## config.mk

```make
export PLATFORM = sky130hd
export DESIGN_NAME = matrix_reg_write_decoder
export DESIGN_NICKNAME = d
export VERILOG_FILES = /design/src/rtl/matrix_reg_write_decoder_pkg.sv /design/src/rtl/matrix_reg_write_decoder_operand_bank.sv /design/src/rtl/matrix_reg_write_decoder.sv
export SDC_FILE = /design/constraint.sdc
export NUM_CORES = 1
export LEC_CHECK = 0
export BUFFER_PORTS_ARGS = -buffer_cell sky130_fd_sc_hd__buf_2
export CAP_MARGIN = 20
export CELL_PAD_IN_SITES_DETAIL_PLACEMENT = 0
export CELL_PAD_IN_SITES_GLOBAL_PLACEMENT = 2
export CORE_UTILIZATION = 35
export CTS_BUF_LIST = sky130_fd_sc_hd__clkbuf_4 sky130_fd_sc_hd__clkbuf_8
export DETAILED_ROUTE_END_ITERATION = 12
export MAX_ROUTING_LAYER = met4
export PLACE_DENSITY_LB_ADDON = 0.1
export SLEW_MARGIN = 30
export SYNTH_ARGS = -nofsm -noshare
export SYNTH_HDL_FRONTEND = slang
export SYNTH_SLANG_ARGS = --single-unit
```

## constraint.sdc

```tcl
create_clock -name Clk -period 3.1 [get_ports Clk]
set_input_delay 0.62 -clock Clk [delete_from_list [all_inputs] [get_ports Clk]]
set_output_delay 0.62 -clock Clk [all_outputs]
set_load 0.05 [all_outputs]
```

## src/rtl/matrix_reg_write_decoder_pkg.sv

```systemverilog
// Shared register-map definitions for the 4x4 complex matrix multiplier.
// The read-side output mux imports this same package, so both sides of the
// bus agree on the region bases and on the control FSM encoding.
//   A_BASE / B_BASE  : operand element regions (32 words each)
//   OUT_BASE         : result region, read-only from the bus
//   CTRL_ADDR        : control/status word (launch request, Busy/Done)
package matrix_reg_write_decoder_pkg;

  localparam logic [8:0] A_BASE    = 9'h000;
  localparam logic [8:0] B_BASE    = 9'h080;
  localparam logic [8:0] OUT_BASE  = 9'h100;
  localparam logic [8:0] CTRL_ADDR = 9'h180;

  typedef enum logic {
    ST_IDLE = 1'b0,
    ST_BUSY = 1'b1
  } state_t;

  typedef enum logic [2:0] {
    RG_A,
    RG_B,
    RG_OUT,
    RG_CTRL,
    RG_BAD
  } region_t;

  // Classify a byte address. Misaligned addresses and the unmapped words
  // above the control register fall into RG_BAD.
  function automatic region_t decode_region(input logic [8:0] addr);
    region_t rg;
    rg = RG_BAD;
    if (addr[1:0] == 2'b00) begin
      if (addr == CTRL_ADDR)
        rg = RG_CTRL;
      else if (addr[8:7] == A_BASE[8:7])
        rg = RG_A;
      else if (addr[8:7] == B_BASE[8:7])
        rg = RG_B;
      else if (addr[8:7] == OUT_BASE[8:7])
        rg = RG_OUT;
      else
        rg = RG_BAD;
    end
    return rg;
  endfunction

endpackage

```

## src/rtl/matrix_reg_write_decoder_operand_bank.sv

```systemverilog
// matrix_operand_bank: 32 x Width register file holding one 4x4 complex
// operand matrix. Word index i: row = i[4:3], col = i[2:1], imag = i[0],
// so the packed element slot (4*row + col) is simply i[4:1].
// Ports:
//   clk, reset       clock and synchronous active-high clear
//   we, idx, wdata   single write port
//   real_out         16 real parts, element k at [k*Width +: Width]
//   imag_out         16 imaginary parts, same packing
// All elements are visible in parallel, so storage is flip-flops rather
// than a RAM with a registered read.
module matrix_operand_bank #(
  parameter int Width = 8
) (
  input  logic                  clk,
  input  logic                  reset,
  input  logic                  we,
  input  logic [4:0]            idx,
  input  logic [Width-1:0]      wdata,
  output logic [16*Width-1:0]   real_out,
  output logic [16*Width-1:0]   imag_out
);

  logic [Width-1:0] mem_reg [32];

  always_ff @(posedge clk) begin
    if (reset) begin
      for (int k = 0; k < 32; k++)
        mem_reg[k] <= '0;
    end else if (we) begin
      mem_reg[idx] <= wdata;
    end
  end

  // Even words are real parts, odd words the matching imaginary parts.
  for (genvar gi = 0; gi < 16; gi++) begin : g_pack
    assign real_out[gi*Width +: Width] = mem_reg[2*gi];
    assign imag_out[gi*Width +: Width] = mem_reg[2*gi+1];
  end

endmodule

```

## src/rtl/matrix_reg_write_decoder.sv

```systemverilog
// matrix_reg_write_decoder: bus write side of the matrix multiplier
// register map. Decodes writes into the A/B operand banks and the control
// word, launches the core and tracks Busy / DoneSticky.
// Ports:
//   Clk, Reset          clock, synchronous active-high reset
//   Write, Address,     one write transfer per cycle Write is high
//   WriteData
//   CoreDone            completion pulse from the core
//   AReal..BImag        packed operand elements to the core / read mux
//   StartReg            {0.., DoneSticky, Busy} for readback at 0x180
//   StartPulse          one-cycle launch strobe
//   WriteAck, WriteErr  one-cycle response, one cycle after the transfer
module matrix_reg_write_decoder
  import matrix_reg_write_decoder_pkg::*;
#(
  parameter int Width = 8
) (
  input  logic                  Clk,
  input  logic                  Reset,
  input  logic                  Write,
  input  logic [8:0]            Address,
  input  logic [31:0]           WriteData,
  input  logic                  CoreDone,
  output logic [16*Width-1:0]   AReal,
  output logic [16*Width-1:0]   AImag,
  output logic [16*Width-1:0]   BReal,
  output logic [16*Width-1:0]   BImag,
  output logic [Width-1:0]      StartReg,
  output logic                  StartPulse,
  output logic                  WriteAck,
  output logic                  WriteErr
);

  state_t  state_reg, state_next;
  logic    done_reg, done_next;
  logic    pulse_reg, ack_reg, err_reg;
  region_t region;
  logic    accept, reject, launch;
  logic    we_a, we_b;

  // Only the low Width bits of a write are stored.
  logic unused_wdata;
  assign unused_wdata = ^WriteData[31:Width];

  assign region = decode_region(Address);

  // While BUSY every writable region is frozen, so all writes are rejected.
  always_comb begin
    accept = 1'b0;
    if (Write && state_reg == ST_IDLE)
      accept = (region == RG_A) || (region == RG_B) || (region == RG_CTRL);
  end

  assign reject = Write && !accept;
  assign launch = accept && (region == RG_CTRL) && WriteData[0];
  assign we_a   = accept && (region == RG_A);
  assign we_b   = accept && (region == RG_B);

  always_comb begin
    state_next = state_reg;
    done_next  = done_reg;
    case (state_reg)
      ST_IDLE: begin
        if (launch) begin
          state_next = ST_BUSY;
          done_next  = 1'b0;
        end
      end
      ST_BUSY: begin
        if (CoreDone) begin
          state_next = ST_IDLE;
          done_next  = 1'b1;
        end
      end
      default: state_next = ST_IDLE;
    endcase
  end

  always_ff @(posedge Clk) begin
    if (Reset) begin
      state_reg <= ST_IDLE;
      done_reg  <= 1'b0;
      pulse_reg <= 1'b0;
      ack_reg   <= 1'b0;
      err_reg   <= 1'b0;
    end else begin
      state_reg <= state_next;
      done_reg  <= done_next;
      pulse_reg <= launch;
      ack_reg   <= accept;
      err_reg   <= reject;
    end
  end

  assign StartReg   = {{(Width-2){1'b0}}, done_reg, state_reg == ST_BUSY};
  assign StartPulse = pulse_reg;
  assign WriteAck   = ack_reg;
  assign WriteErr   = err_reg;

  matrix_operand_bank #(.Width(Width)) u_bank_a (
    .clk      (Clk),
    .reset    (Reset),
    .we       (we_a),
    .idx      (Address[6:2]),
    .wdata    (WriteData[Width-1:0]),
    .real_out (AReal),
    .imag_out (AImag)
  );

  matrix_operand_bank #(.Width(Width)) u_bank_b (
    .clk      (Clk),
    .reset    (Reset),
    .we       (we_b),
    .idx      (Address[6:2]),
    .wdata    (WriteData[Width-1:0]),
    .real_out (BReal),
    .imag_out (BImag)
  );

endmodule

```

==> out/summary.txt <==
Top cells by count, synth - 517 x nor2_1, 512 x edfxtp_1, 72 x clkbuf_1
Worst hold start - Write
Vias in the first global route - 12500
Synth area leaders - edfxtp_1 81%, nor2_1 10%, o21bai_1 1.6%, clkbuf_1 1.4%, a21o_1 0.95%
Sequential area share after synthesis - 81.73%
CTS tree - done
Max IR drop VDD - 0.0003950 V
DIE AREA - 0.05503 mm²
Initial antenna violation count - 7
Reg-to-reg critical path startpoint - state_reg$_SDFF_PP0_
CP arrival - 2.69 ns
Worst setup EP type - flip-flop
Cell taking the most area after synthesis - edfxtp_1
Slew Viols, Final - 0
Crit. Startpoint - state_reg$_SDFF_PP0_
Setup TNS - 0 ns
Nets - 1974
Die Y-Extent - 234.6 µm
Area Overhead vs Synth - 28.88%
Critical path type - reg2reg
Row count - 84
Logic pwr share - 13.4%
FMAX - 428.5 MHz
Max-Cap Viols - 0
Clk_lat worst skew - 0.68 ns
Routed via count - 12930
Die X - 234.6 µm
Clk pin slew, worst setup/hold paths - 0.06 ns
Final clock skew - 0.02134 ns
Primary FF master, synth - edfxtp_1
Cell internal pwr - 0.01138 W
CP max FO - 36
# setup viols final - 0
EDFF count, synth - 512
Switching share of power - 29.18%
Crit path largest cell delay - 0.80 ns
Worst hold slack - 0.2524 ns
PD cells - 658.5 mW/mm²
DR iter-0 viols - 917
Status - finished, final reports clean
CTS Root Cell - clkbuf_8
GRT Total Usage - 24.41%
Final Wtd Congestion - 0.8338
Slowest-stage cell, CP - or4_4
Total grt overflow - 0
Tightest Hold Check Type - in2reg
Seq pwr share - 50.6%
DRC - 0
Worst slew pin tran - 0.8495 ns
Final antenna-violating net count - 0
IO Count - 568
Switching Power - 0.004688 W
Rel. slew slack - 43.25%
Clk sinks - 517
Post-synth top area share - 81.21%
CTS Buf Count - 87
Fill cell total of the finished layout - 5074
Floorplan Core Area - 0.05297 mm²
Crit share post-route - 75.27%
H-Tree Depth - 3
Clock Tree Buf Depth - 3
Syn avg cell area - 14.42 µm²
DR WL/cell - 24.82 µm
Post-Syn Area - 0.01893 mm²
Port buffer count - 537
LEAKAGE - 8.907 nW
Top-count cell post-synth - nor2_1
Total wire length - 66750 µm
CTS-repair resized insts - 0
Ratio of cells with drive above 1 in the final layout - 37.93%
Tmin final - 2.334 ns
Asr flop ratio synth - 0%
Critical-path cell list - or3_1 > or4_4 > o21bai_1 > buf_4
HPWL after DPL - 47930 µm
Final Hold Fails - 0
Crit start category - flip-flop
Clock Power Share - 36.0%
Initial Utilization - 35.74%
Setup Buffers After CTS - 0
Pin count of the biggest net entering global routing - 49
DRT Pass-1 Iters - 5
Via-to-Cell Ratio - 4.809
Synth Instances - 1313
Yosys cell types - 33
RSZ-0062 raised after global routing - no
Critical Path RT - 3.46 ns
Multi-input gate area - 0.003144 mm²
Register bit total from synthesis - 517
First-pass GRT wire length - 90000 µm
Hold Buf Count CTS - 0
Synth warnings - 0
Sequential cell area - 0.01547 mm²
==> power groups by stage <==
stage | logic (W) | clock network [W] | registers, W
after floorplan | 0.000249 | 0 | 0.00955
after global placement | 0.00217 | 0 | 0.00827
after detailed placement | 0.00218 | 0 | 0.00828
after CTS | 0.00218 | 0.00589 | 0.00814
after global routing | 0.00223 | 0.00616 | 0.00816
final | 0.00216 | 0.00578 | 0.00813
==> cells by family after synthesis <==
family / share of synthesized area [%]
compound gates: 2.703
buf+inv: 2.068
flops: 81.73
other cells: 0.01981
simple gates: 13.47
==> metrics by stage <==
stage	cells	power [W]	worst slack, ns	cell area [µm²]	utilization (%)
2_1_floorplan	1318	0.009794	0.5351	18950	-
3_5_place_dp	2528	0.01045	0.3646	22770	42.99
6_report	2689	0.01607	0.7665	24400	46.06
4_1_cts	2681	0.01620	0.7532	24380	46.03
5_1_grt	2688	0.01654	0.6127	24400	46.06
3_3_place_gp	2528	0.01045	0.3900	22770	42.99
==> placed cells by master, fill, tap and decap left out, types with 2 or more instances in the layout <==
cell / synthesis / final
nand3_1: 32 / 28
and4_1: 3 / 3
nand2b_1: 2 / 2
nand2_1: 42 / 42
nor3_1: 2 / 2
a21oi_1: 2 / 2
a21o_1: 24 / 24
buf_12: 0 / 2
conb_1: 1 / 6
o21bai_1: 40 / 40
clkbuf_4: 0 / 30
buf_2: 1 / 537
nand4_1: 4 / 4
nor2b_2: 0 / 2
clkinv_1: 0 / 22
edfxtp_1: 512 / 512
and2_1: 2 / 2
dfxtp_1: 5 / 5
nor3b_1: 2 / 2
nor2b_1: 15 / 13
and3_1: 5 / 5
nand3_4: 0 / 4
clkinvlp_4: 0 / 2
clkinv_2: 0 / 8
nor2_1: 517 / 517
buf_4: 8 / 75
diode_2: 0 / 8
clkbuf_8: 0 / 90
==> worst max-delay path: cells and delay by family (launching register included) <==
| kind | cells | cell delay (ns) |
|---|---|---|
| AO/OA/AOI/OAI | 1 | 0.22 |
| buffers and inverters | 1 | 0.20 |
| AND/OR/NAND/NOR | 2 | 1.23 |
| flip-flops | 1 | 0.36 |
==> worst paths after layout <==
kind         slack (ns)  cells past startpoint                               endpoint
min reg2reg        0.55                      2                   state_reg$_SDFF_PP0_
min                0.25                      3                    WriteErr$_SDFF_PP0_
max reg2reg        0.77                      4  u_bank_b.mem_reg[13][4]$_SDFFCE_PN0P_
max                0.77                      4  u_bank_b.mem_reg[13][4]$_SDFFCE_PN0P_
==> layer usage <==
| metal | GRT usage (%) | wire (µm) | up-vias |
|---|---|---|---|
| li1 | - | - | 5828 |
| met1 | 30.19 | 27210 | 6444 |
| met2 | 38.69 | 32590 | 560 |
| met3 | 6.565 | 5213 | 100 |
| met4 | 8.306 | 1734 | 0 |
| met5 | - | 0 | - |
==> final cells by class <==
type / count / share of cell area (%)
diodes: 8 / 0.08204
clock buffers: 120 / 5.999
clock inverters: 33 / 0.5999
multi-input cells: 709 / 12.89
flip-flops and latches: 517 / 63.42
well taps: 688 / 3.528
repair buffers: 614 / 13.49
Power figures use the tool's default switching activity.
